`config.mk`:
```
export PLATFORM = sky130hd
export DESIGN_NAME = mem_access_unit
export DESIGN_NICKNAME = d
export VERILOG_FILES = /design/src/rtl/mem_access_unit_pkg.sv /design/src/rtl/mem_access_unit_align.sv /design/src/rtl/mem_access_unit.sv
export SDC_FILE = /design/constraint.sdc
export NUM_CORES = 1
export LEC_CHECK = 0
export BUFFER_PORTS_ARGS = -buffer_cell sky130_fd_sc_hd__buf_2
export CAP_MARGIN = 20
export CORE_ASPECT_RATIO = 1.4
export CORE_MARGIN = 10
export CORE_UTILIZATION = 52
export DETAILED_ROUTE_END_ITERATION = 16
export PLACE_DENSITY_LB_ADDON = 0.15
export SLEW_MARGIN = 5
export SYNTH_ARGS = -nofsm -noshare
export SYNTH_HDL_FRONTEND = slang
export SYNTH_SLANG_ARGS = --single-unit
```
`constraint.sdc`:
```
create_clock -name clk -period 5.4 [get_ports clk]
set_input_delay 1.08 -clock clk [delete_from_list [all_inputs] [get_ports clk]]
set_output_delay 1.08 -clock clk [all_outputs]
set_load 0.1 [all_outputs]
```
`src/rtl/mem_access_unit_pkg.sv`:
```
// Shared encodings for the MEM-stage data memory access unit.
package mem_access_unit_pkg;

  localparam int DEF_DATA_WIDTH  = 32;
  localparam int DEF_ADDR_WIDTH  = 32;
  localparam int DEF_DEPTH_WORDS = 32;

  localparam logic [1:0] SZ_BYTE = 2'b00;
  localparam logic [1:0] SZ_HALF = 2'b01;
  localparam logic [1:0] SZ_WORD = 2'b10;

  typedef enum logic [1:0] {
    ST_IDLE = 2'b00,
    ST_RD   = 2'b01,
    ST_WR   = 2'b10,
    ST_RSP  = 2'b11
  } state_e;

endpackage

```
`src/rtl/mem_access_unit_align.sv`:
```
// Little-endian lane handling: load extract/extend and sub-word store merge.
// Purely combinational; the FSM decides which result is used.
module byte_lane_align
  import mem_access_unit_pkg::*;
(
  input  logic [1:0]  size_i,
  input  logic        signed_i,
  input  logic [1:0]  lane_i,
  input  logic [31:0] rd_word_i,
  input  logic [15:0] wr_lo_i,
  output logic [31:0] ld_data_o,
  output logic [31:0] merged_o
);

  logic [7:0]  byte_sel;
  logic [15:0] half_sel;

  always_comb begin
    byte_sel  = rd_word_i[{lane_i, 3'b000} +: 8];
    half_sel  = lane_i[1] ? rd_word_i[31:16] : rd_word_i[15:0];
    ld_data_o = rd_word_i;
    merged_o  = rd_word_i;
    case (size_i)
      SZ_BYTE: begin
        ld_data_o = {{24{signed_i & byte_sel[7]}}, byte_sel};
        merged_o[{lane_i, 3'b000} +: 8] = wr_lo_i[7:0];
      end
      SZ_HALF: begin
        ld_data_o = {{16{signed_i & half_sel[15]}}, half_sel};
        if (lane_i[1]) merged_o[31:16] = wr_lo_i;
        else           merged_o[15:0]  = wr_lo_i;
      end
      default: ;
    endcase
  end

endmodule

```
`src/rtl/mem_access_unit.sv`:
```
// MEM-stage initiator for a single-port word memory: byte/half/word loads and stores,
// read-modify-write for sub-word stores, held response with error flag until taken.
module mem_access_unit
  import mem_access_unit_pkg::*;
#(
  parameter int DATA_WIDTH  = DEF_DATA_WIDTH,
  parameter int ADDR_WIDTH  = DEF_ADDR_WIDTH,
  parameter int DEPTH_WORDS = DEF_DEPTH_WORDS
) (
  input  logic                  clk,
  input  logic                  rst,
  input  logic                  req_valid,
  output logic                  req_ready,
  input  logic                  req_we,
  input  logic [1:0]            req_size,
  input  logic                  req_signed,
  input  logic [ADDR_WIDTH-1:0] req_addr,
  input  logic [DATA_WIDTH-1:0] req_wdata,
  output logic                  resp_valid,
  input  logic                  resp_ready,
  output logic [DATA_WIDTH-1:0] resp_rdata,
  output logic                  resp_err,
  output logic [ADDR_WIDTH-1:0] mem_addr,
  output logic [DATA_WIDTH-1:0] mem_wdata,
  output logic                  mem_we,
  input  logic [DATA_WIDTH-1:0] mem_rdata,
  output logic                  busy
);

  state_e                state_q, state_d;
  logic                  we_q, we_d;
  logic [1:0]            size_q, size_d;
  logic                  sgn_q, sgn_d;
  logic [ADDR_WIDTH-1:0] addr_q, addr_d;
  logic [15:0]           wlo_q, wlo_d;
  logic [DATA_WIDTH-1:0] rdata_q, rdata_d;
  logic                  err_q, err_d;
  logic                  mem_we_q, mem_we_d;
  logic [DATA_WIDTH-1:0] mem_wdata_q, mem_wdata_d;

  logic                  acc_err;
  logic [DATA_WIDTH-1:0] ld_data;
  logic [DATA_WIDTH-1:0] merged;

  byte_lane_align u_align (
    .size_i    (size_q),
    .signed_i  (sgn_q),
    .lane_i    (addr_q[1:0]),
    .rd_word_i (mem_rdata),
    .wr_lo_i   (wlo_q),
    .ld_data_o (ld_data),
    .merged_o  (merged)
  );

  always_comb begin
    acc_err = 1'b0;
    if (req_size == 2'b11)                                       acc_err = 1'b1;
    else if (req_size == SZ_HALF && req_addr[0])                 acc_err = 1'b1;
    else if (req_size == SZ_WORD && req_addr[1:0] != 2'b00)      acc_err = 1'b1;
    else if ((req_addr >> 2) >= ADDR_WIDTH'(DEPTH_WORDS))        acc_err = 1'b1;
  end

  always_comb begin
    state_d     = state_q;
    we_d        = we_q;
    size_d      = size_q;
    sgn_d       = sgn_q;
    addr_d      = addr_q;
    wlo_d       = wlo_q;
    rdata_d     = rdata_q;
    err_d       = err_q;
    mem_we_d    = 1'b0;
    mem_wdata_d = '0;
    case (state_q)
      ST_IDLE: begin
        if (req_valid) begin
          we_d    = req_we;
          size_d  = req_size;
          sgn_d   = req_signed;
          addr_d  = req_addr;
          wlo_d   = req_wdata[15:0];
          rdata_d = '0;
          err_d   = acc_err;
          if (acc_err) begin
            state_d = ST_RSP;
          end else if (req_we && req_size == SZ_WORD) begin
            state_d     = ST_WR;
            mem_we_d    = 1'b1;
            mem_wdata_d = req_wdata;
          end else begin
            state_d = ST_RD;
          end
        end
      end
      ST_RD: begin
        // Sub-word stores come through here to fetch the lanes they must preserve
        if (we_q) begin
          state_d     = ST_WR;
          mem_we_d    = 1'b1;
          mem_wdata_d = merged;
        end else begin
          state_d = ST_RSP;
          rdata_d = ld_data;
        end
      end
      ST_WR:   state_d = ST_RSP;
      ST_RSP:  if (resp_ready) state_d = ST_IDLE;
      default: state_d = ST_IDLE;
    endcase
  end

  always_ff @(posedge clk or posedge rst) begin
    if (rst) begin
      state_q     <= ST_IDLE;
      we_q        <= 1'b0;
      size_q      <= 2'b00;
      sgn_q       <= 1'b0;
      addr_q      <= '0;
      wlo_q       <= '0;
      rdata_q     <= '0;
      err_q       <= 1'b0;
      mem_we_q    <= 1'b0;
      mem_wdata_q <= '0;
    end else begin
      state_q     <= state_d;
      we_q        <= we_d;
      size_q      <= size_d;
      sgn_q       <= sgn_d;
      addr_q      <= addr_d;
      wlo_q       <= wlo_d;
      rdata_q     <= rdata_d;
      err_q       <= err_d;
      mem_we_q    <= mem_we_d;
      mem_wdata_q <= mem_wdata_d;
    end
  end

  assign req_ready  = (state_q == ST_IDLE);
  assign busy       = (state_q != ST_IDLE);
  assign resp_valid = (state_q == ST_RSP);
  assign resp_rdata = rdata_q;
  assign resp_err   = err_q;
  assign mem_addr   = addr_q >> 2;
  assign mem_we     = mem_we_q;
  assign mem_wdata  = mem_wdata_q;

endmodule

```
# After elaboration in Yosys (flattened, before gate mapping)
# Index checks and enable logic that the tools add are counted.
# op_classes
shifts,3
reduce_logical,11
bitwise_logic,2
add_sub_neg,1
n_lt_le_gt_ge,1
eq_ne,10
n_mux,29
# ops
op,n
$pmux 32 s2,4
$mux 32,6
$mux 16,3
$bwmux 32,1
$shift 8x7->32 const A,1
$shiftx 32x6->8,1
$shiftx 8x7->32,1
$ge 30x6->1 const B,1
$mux 1,9
$eq 2x2->1 const B,4
$mux 2,4
$pmux 2 s4,1
$neg 5->7,1
$eq 2x1->1 const B,3
$reduce_bool 2->1,3
$logic_not 2->1,2
$ne 2x2->1 const B,2
$reduce_and 2->1,2
$logic_and 1x1->1,3
$reduce_and 3->1,1
$and 1x1->1,2
$ne 2x1->1 const B,1
$pmux 1 s2,1
# totals
reg_bits,120
out_inout_bits,101

# Longest topological paths before layout
# depth
word_depth,8
ltp_mapped,9
mapped_depth_nobuf,6

# By module
# A second synthesis with hierarchy kept.
# hier_totals
cells_unflattened,796
area_unflattened_um2,6914.1
# by_module_without_submodules
module,area_each_um2,seq_area_each_um2,cells_per_inst,n_inst
mem_access_unit,5047.3,3002.9,512,1
byte_lane_align,1866.8,0.0,284,1

# Least setup slack after synthesis
# OpenSTA, ideal clock, no wires.
# synth_timing
path_type,flip-flop to output port
startpoint,register state_q[0]
endpoint,output busy
arrival_ns,2.084
setup_slack_ns,2.236
path_stages_with_launch,4
cell_sequence,dfrtp_1 > inv_1 > ha_1 > inv_1
# synth_via
elab_chain_len,1
# synth_lines
element,line_no,text
start: declaration,mem_access_unit.sv:30,"state_e state_q, state_d;"
start signal: assignment,mem_access_unit.sv:125,state_q <= state_d;
$reduce_bool 2->1,mem_access_unit.sv:139,assign busy = (state_q != ST_IDLE);
end: declaration,mem_access_unit.sv:27,output logic busy
# Every way passes these cells.

# Worst setup path after layout
# layout_timing
startpoint,register addr_q[1]
endpoint,"register mem_wdata_q[26], in the netlist mem_wdata[26]"
# layout_via
elab_chain_len,6
elab_cells_between_ends,8
# layout_lines
element,line_no,text
start: declaration,mem_access_unit.sv:34,"logic [ADDR_WIDTH-1:0] addr_q, addr_d;"
start signal: assignment,mem_access_unit.sv:129,addr_q <= addr_d;
$neg 5->7,mem_access_unit_align.sv:26,"merged_o[{lane_i, 3'b000} +: 8] = wr_lo_i[7:0];"
$shiftx 8x7->32 / $shift 8x7->32 (equally long branches),mem_access_unit_align.sv:26,
$bwmux 32,mem_access_unit_align.sv:26,
$pmux 32 s2 *,mem_access_unit_align.sv:23,case (size_i)
$mux 32 *,mem_access_unit.sv:97,if (we_q) begin
$pmux 32 s2 *,mem_access_unit.sv:74,case (state_q)
via mem_wdata_d[26],mem_access_unit.sv:39,"logic [DATA_WIDTH-1:0] mem_wdata_q, mem_wdata_d;"
end signal: assignment,mem_access_unit.sv:134,mem_wdata_q <= mem_wdata_d;
end: declaration,mem_access_unit.sv:39,
# The timed path passes the listed nets; every way through them passes the cells marked *.
# A chain may end at the register's enable or synchronous reset.

==> flow_summary_export.csv <==
group,metric,value,unit
sta,rsz0062_at_grt,"no",
place,pre_cts_ws,2.188,ns
setup_path,setup.worst_path.class,"reg2reg",
clock_tree,clock-root-buffer,"sky130_fd_sc_hd__clkbuf_16",
power_and_ir_drop,power_switching_share,0.5661,
sta,fin_skew,0.01000,ns
power_and_ir_drop,pwr_density_cell,760.2,mW/mm²
routing,routed-via-count,6430,
power_and_ir_drop,power.sequential.fraction,0.237,
synthesis,synth_edf_count,0,
clock_tree,clkSlewWorstSetupHoldPaths,0.06,ns
setup_path,critPathLaunchType,"register",
clock_tree,tritoncts,"built",
setup_path,timing.critical_path.max_delay_family,"buffers and inverters",
worst_hold_path,hold_class,"reg2reg",
cells_and_area,register_area,0.003003,mm²
routing,routed_wire_length_per_instance,22.01,µm
setup_path,critical_path_buf_inv_count,2,
place,hpwlAfterDp,17030,µm
sta,max_transition_margin,0.3327,
routing,first_iter_violations,702,
synthesis,ys_warn_count,0,
synthesis,synthCells,744,
clock_tree,clockBufferDepth,2,
sta,worst_pin_slew,0.9972,ns
clock_tree,post_cts_buffers,0,
setup_path,delay_of_the_slowest_cell_on_the_worst_path,0.70,ns
routing,routed_wirelength,23070,µm
clock_tree,clk-insertion-delay-late,0.43,ns
sta,finalSetupViolations,0,
global_routing,globalRouteTotalUtil,0.2594,
setup_path,nature_of_the_critical_path_endpoint,"register",
sta,drv_slew,0,
floorplanning,initial_utilization,0.5339,
cells_and_area,multi_input_gate_area_in_the_final_layout,0.003083,mm²
sta,final_min_period_over_clock_period,0.5261,
routing,route.detailed.vias_per_inst,6.135,
global_routing,grt_antenna_before_repair,0,
cells_and_area,drive_gt1_frac,0.2829,
sta,timing.setup.tns,0,ns
cells_and_area,number_of_antenna_diodes,0,
place,port_buffers,202,
floorplanning,die-area,0.01775,mm²
clock_tree,cts_buffers,17,
synthesis,ys_seq_elements,120,
cells_and_area,mostFrequentLayoutCell,"sky130_fd_sc_hd__buf_2",
global_routing,grt_max_degree,79,
synthesis,combined_area_of_all_synthesized_cells,0.006638,mm²
synthesis,post_synth.cell_area_avg,8.922,µm²
setup_path,cp_slowest_cell,"sky130_fd_sc_hd__inv_1",
synthesis,synthDistinctLibCells,53,
clock_tree,htree_num_levels,4,
floorplanning,io-pin-count,205,
synthesis,async_flop_share,1.000,
clock_tree,cts_hold_repair.buffers,0,
cells_and_area,final.fill_count,1084,
power_and_ir_drop,cell_internal_pwr,2641,µW
power_and_ir_drop,p_leak,0.004000,µW
setup_path,crit_path_cell_trace,"inv_1 -> ha_1 -> nor4bb_1 -> clkbuf_2 -> nand3_1 -> a221o_1 -> o21ai_0",
floorplanning,core-area,0.01243,mm²
global_routing,total_grt_overflow,0,
setup_path,crit_path_max_fanout,33,
sta,final.min_clock_period,2.841,ns
clock_tree,tritoncts_num_sinks,120,
floorplanning,die_h,153.7,µm
outcome,run_status,"finished clean",
power_and_ir_drop,power.combinational.fraction,0.573,
setup_path,arrival_time_at_the_worst_endpoint,3.17,ns
cells_and_area,nNetsFinal,998,
sta,timing.fmax,352.0,MHz
routing,route.antenna.remaining_nets,0,
cells_and_area,most-common-layout-cells,"sky130_fd_sc_hd__buf_2, sky130_fd_sc_hd__nand2_1, sky130_fd_sc_hd__dfrtp_1",
place,place_congestion,0.9909,
setup_path,critPathRequiredTime,5.73,ns
global_routing,via_count_of_the_first_global_routing_pass,6650,
power_and_ir_drop,vdd.ir_drop.worst,0.5474,mV
floorplanning,fp.dieW,115.5,µm
sta,final_hold_viol_count,0,
synthesis,yosysSeqAreaShare,0.4524,
routing,firstDrtPassIters,6,
routing,detail_route.drc_violations,0,
sta,final.setup.worst_slack,2.559,ns
global_routing,grt_pass1_wl,36120,µm
cells_and_area,area_growth,20.64,%
power_and_ir_drop,power.net_switching,3446,µW
flow_run,maxCapViolCount,0,
clock_tree,quantity_of_gates_resized_following_cts,0,
power_and_ir_drop,share_clk_of_total_power,0.190,
floorplanning,row_count,48,
synthesis,synth_flop_cell,"sky130_fd_sc_hd__dfrtp_1",
## power by group through the flow
stage / combinational, µW / sequential (µW) / clock [µW]
final: 3490 / 1440 / 1160
after floorplan: 2280 / 2110 / 0
after detailed placement: 3480 / 1440 / 0
after global routing: 3700 / 1480 / 1210
after CTS: 3490 / 1430 / 1170
after global placement: 3430 / 1430 / 0
## registers in the layout, indices dropped and copies added, names as in the netlist
signal      flops
addr_q         32
mem_wdata      32
mem_we          1
resp_err        1
resp_rdata     32
sgn_q           1
size_q          2
state_q         2
we_q            1
wlo_q          16
## worst reg2reg max path: stages (launching register included)
cell,delay (ns)
sky130_fd_sc_hd__dfrtp_1,0.37
sky130_fd_sc_hd__inv_1,0.70
sky130_fd_sc_hd__ha_1,0.46
sky130_fd_sc_hd__nor4bb_1,0.44
sky130_fd_sc_hd__clkbuf_2,0.27
sky130_fd_sc_hd__nand3_1,0.09
sky130_fd_sc_hd__a221o_1,0.34
sky130_fd_sc_hd__o21ai_0,0.08
## cells in the mapped netlist, types with 12 or more instances
library cell	number	area (µm²)
sky130_fd_sc_hd__nand2_1	172	645.6
sky130_fd_sc_hd__dfrtp_1	120	3003
sky130_fd_sc_hd__o21ai_0	64	320.3
sky130_fd_sc_hd__clkbuf_1	39	146.4
sky130_fd_sc_hd__a221o_1	38	380.4
sky130_fd_sc_hd__nand3_1	38	190.2
sky130_fd_sc_hd__buf_4	33	247.7
sky130_fd_sc_hd__a21oi_1	26	130.1
sky130_fd_sc_hd__or3_1	21	131.4
sky130_fd_sc_hd__nor2_1	14	52.55
sky130_fd_sc_hd__inv_1	13	48.80
sky130_fd_sc_hd__nand2b_1	13	81.33
sky130_fd_sc_hd__o21ai_1	12	60.06
## worst paths after layout
kind / end / slack, ns / cells past startpoint / from
max: mem_wdata[26]$_DFF_PP0_ / 2.56 / 7 / addr_q[1]$_DFFE_PP0P_
min: addr_q[6]$_DFFE_PP0P_ / 0.47 / 2 / addr_q[6]$_DFFE_PP0P_
max reg2reg: mem_wdata[26]$_DFF_PP0_ / 2.56 / 7 / addr_q[1]$_DFFE_PP0P_
min reg2reg: addr_q[6]$_DFFE_PP0P_ / 0.47 / 2 / addr_q[6]$_DFFE_PP0P_
max in group asynchronous: resp_rdata[19]$_DFFE_PP0P_ / 3.43 / 3 / rst
min in group asynchronous: addr_q[3]$_DFFE_PP0P_ / 0.86 / 2 / rst
## per-layer routing
layer	vias up	wire, µm	track usage
met5	-	0	0
met4	0	845	0.1156
met3	71	1811	0.06192
met2	324	11470	0.4350
met1	3103	8947	0.3051
li1	2932	-	-
## cell families (layout without fill, tap and decap cells)
logic type / after synthesis / after routing / synth area share
buffers and inverters: 104 / 257 / 0.08388
AOI/OAI and AO/OA: 208 / 208 / 0.2226
adders and majority gates: 9 / 9 / 0.01697
muxes: 11 / 11 / 0.02111
other: 1 / 2 / 0.0005650
DFF: 120 / 120 / 0.4524
and+or+nand+nor: 291 / 291 / 0.2025
## through the flow
stage / hold WS, ns / instance area, µm² / cells / util / power (µW)
2_1_floorplan: 0.4469 / 6641 / 745 / - / 4390
3_3_place_gp: 0.4540 / 7396 / 1014 / 0.5949 / 4863
3_5_place_dp: 0.4572 / 7396 / 1014 / 0.5949 / 4922
4_1_cts: 0.4730 / 7998 / 1046 / 0.6433 / 6088
5_1_grt: 0.4815 / 8008 / 1048 / 0.6441 / 6388
6_report: 0.4708 / 8008 / 1048 / 0.6441 / 6087
## cell type report
type / count / share of cell area
Clock buffer: 18 / 0.05484
Clock inverter: 14 / 0.02031
Tap cell: 150 / 0.02344
Timing Repair Buffer: 212 / 0.1350
Multi-Input combinational cell: 521 / 0.3850
Inverter: 13 / 0.006406
Sequential cell: 120 / 0.3750
No activity file was read; power rests on OpenSTA's default activity.
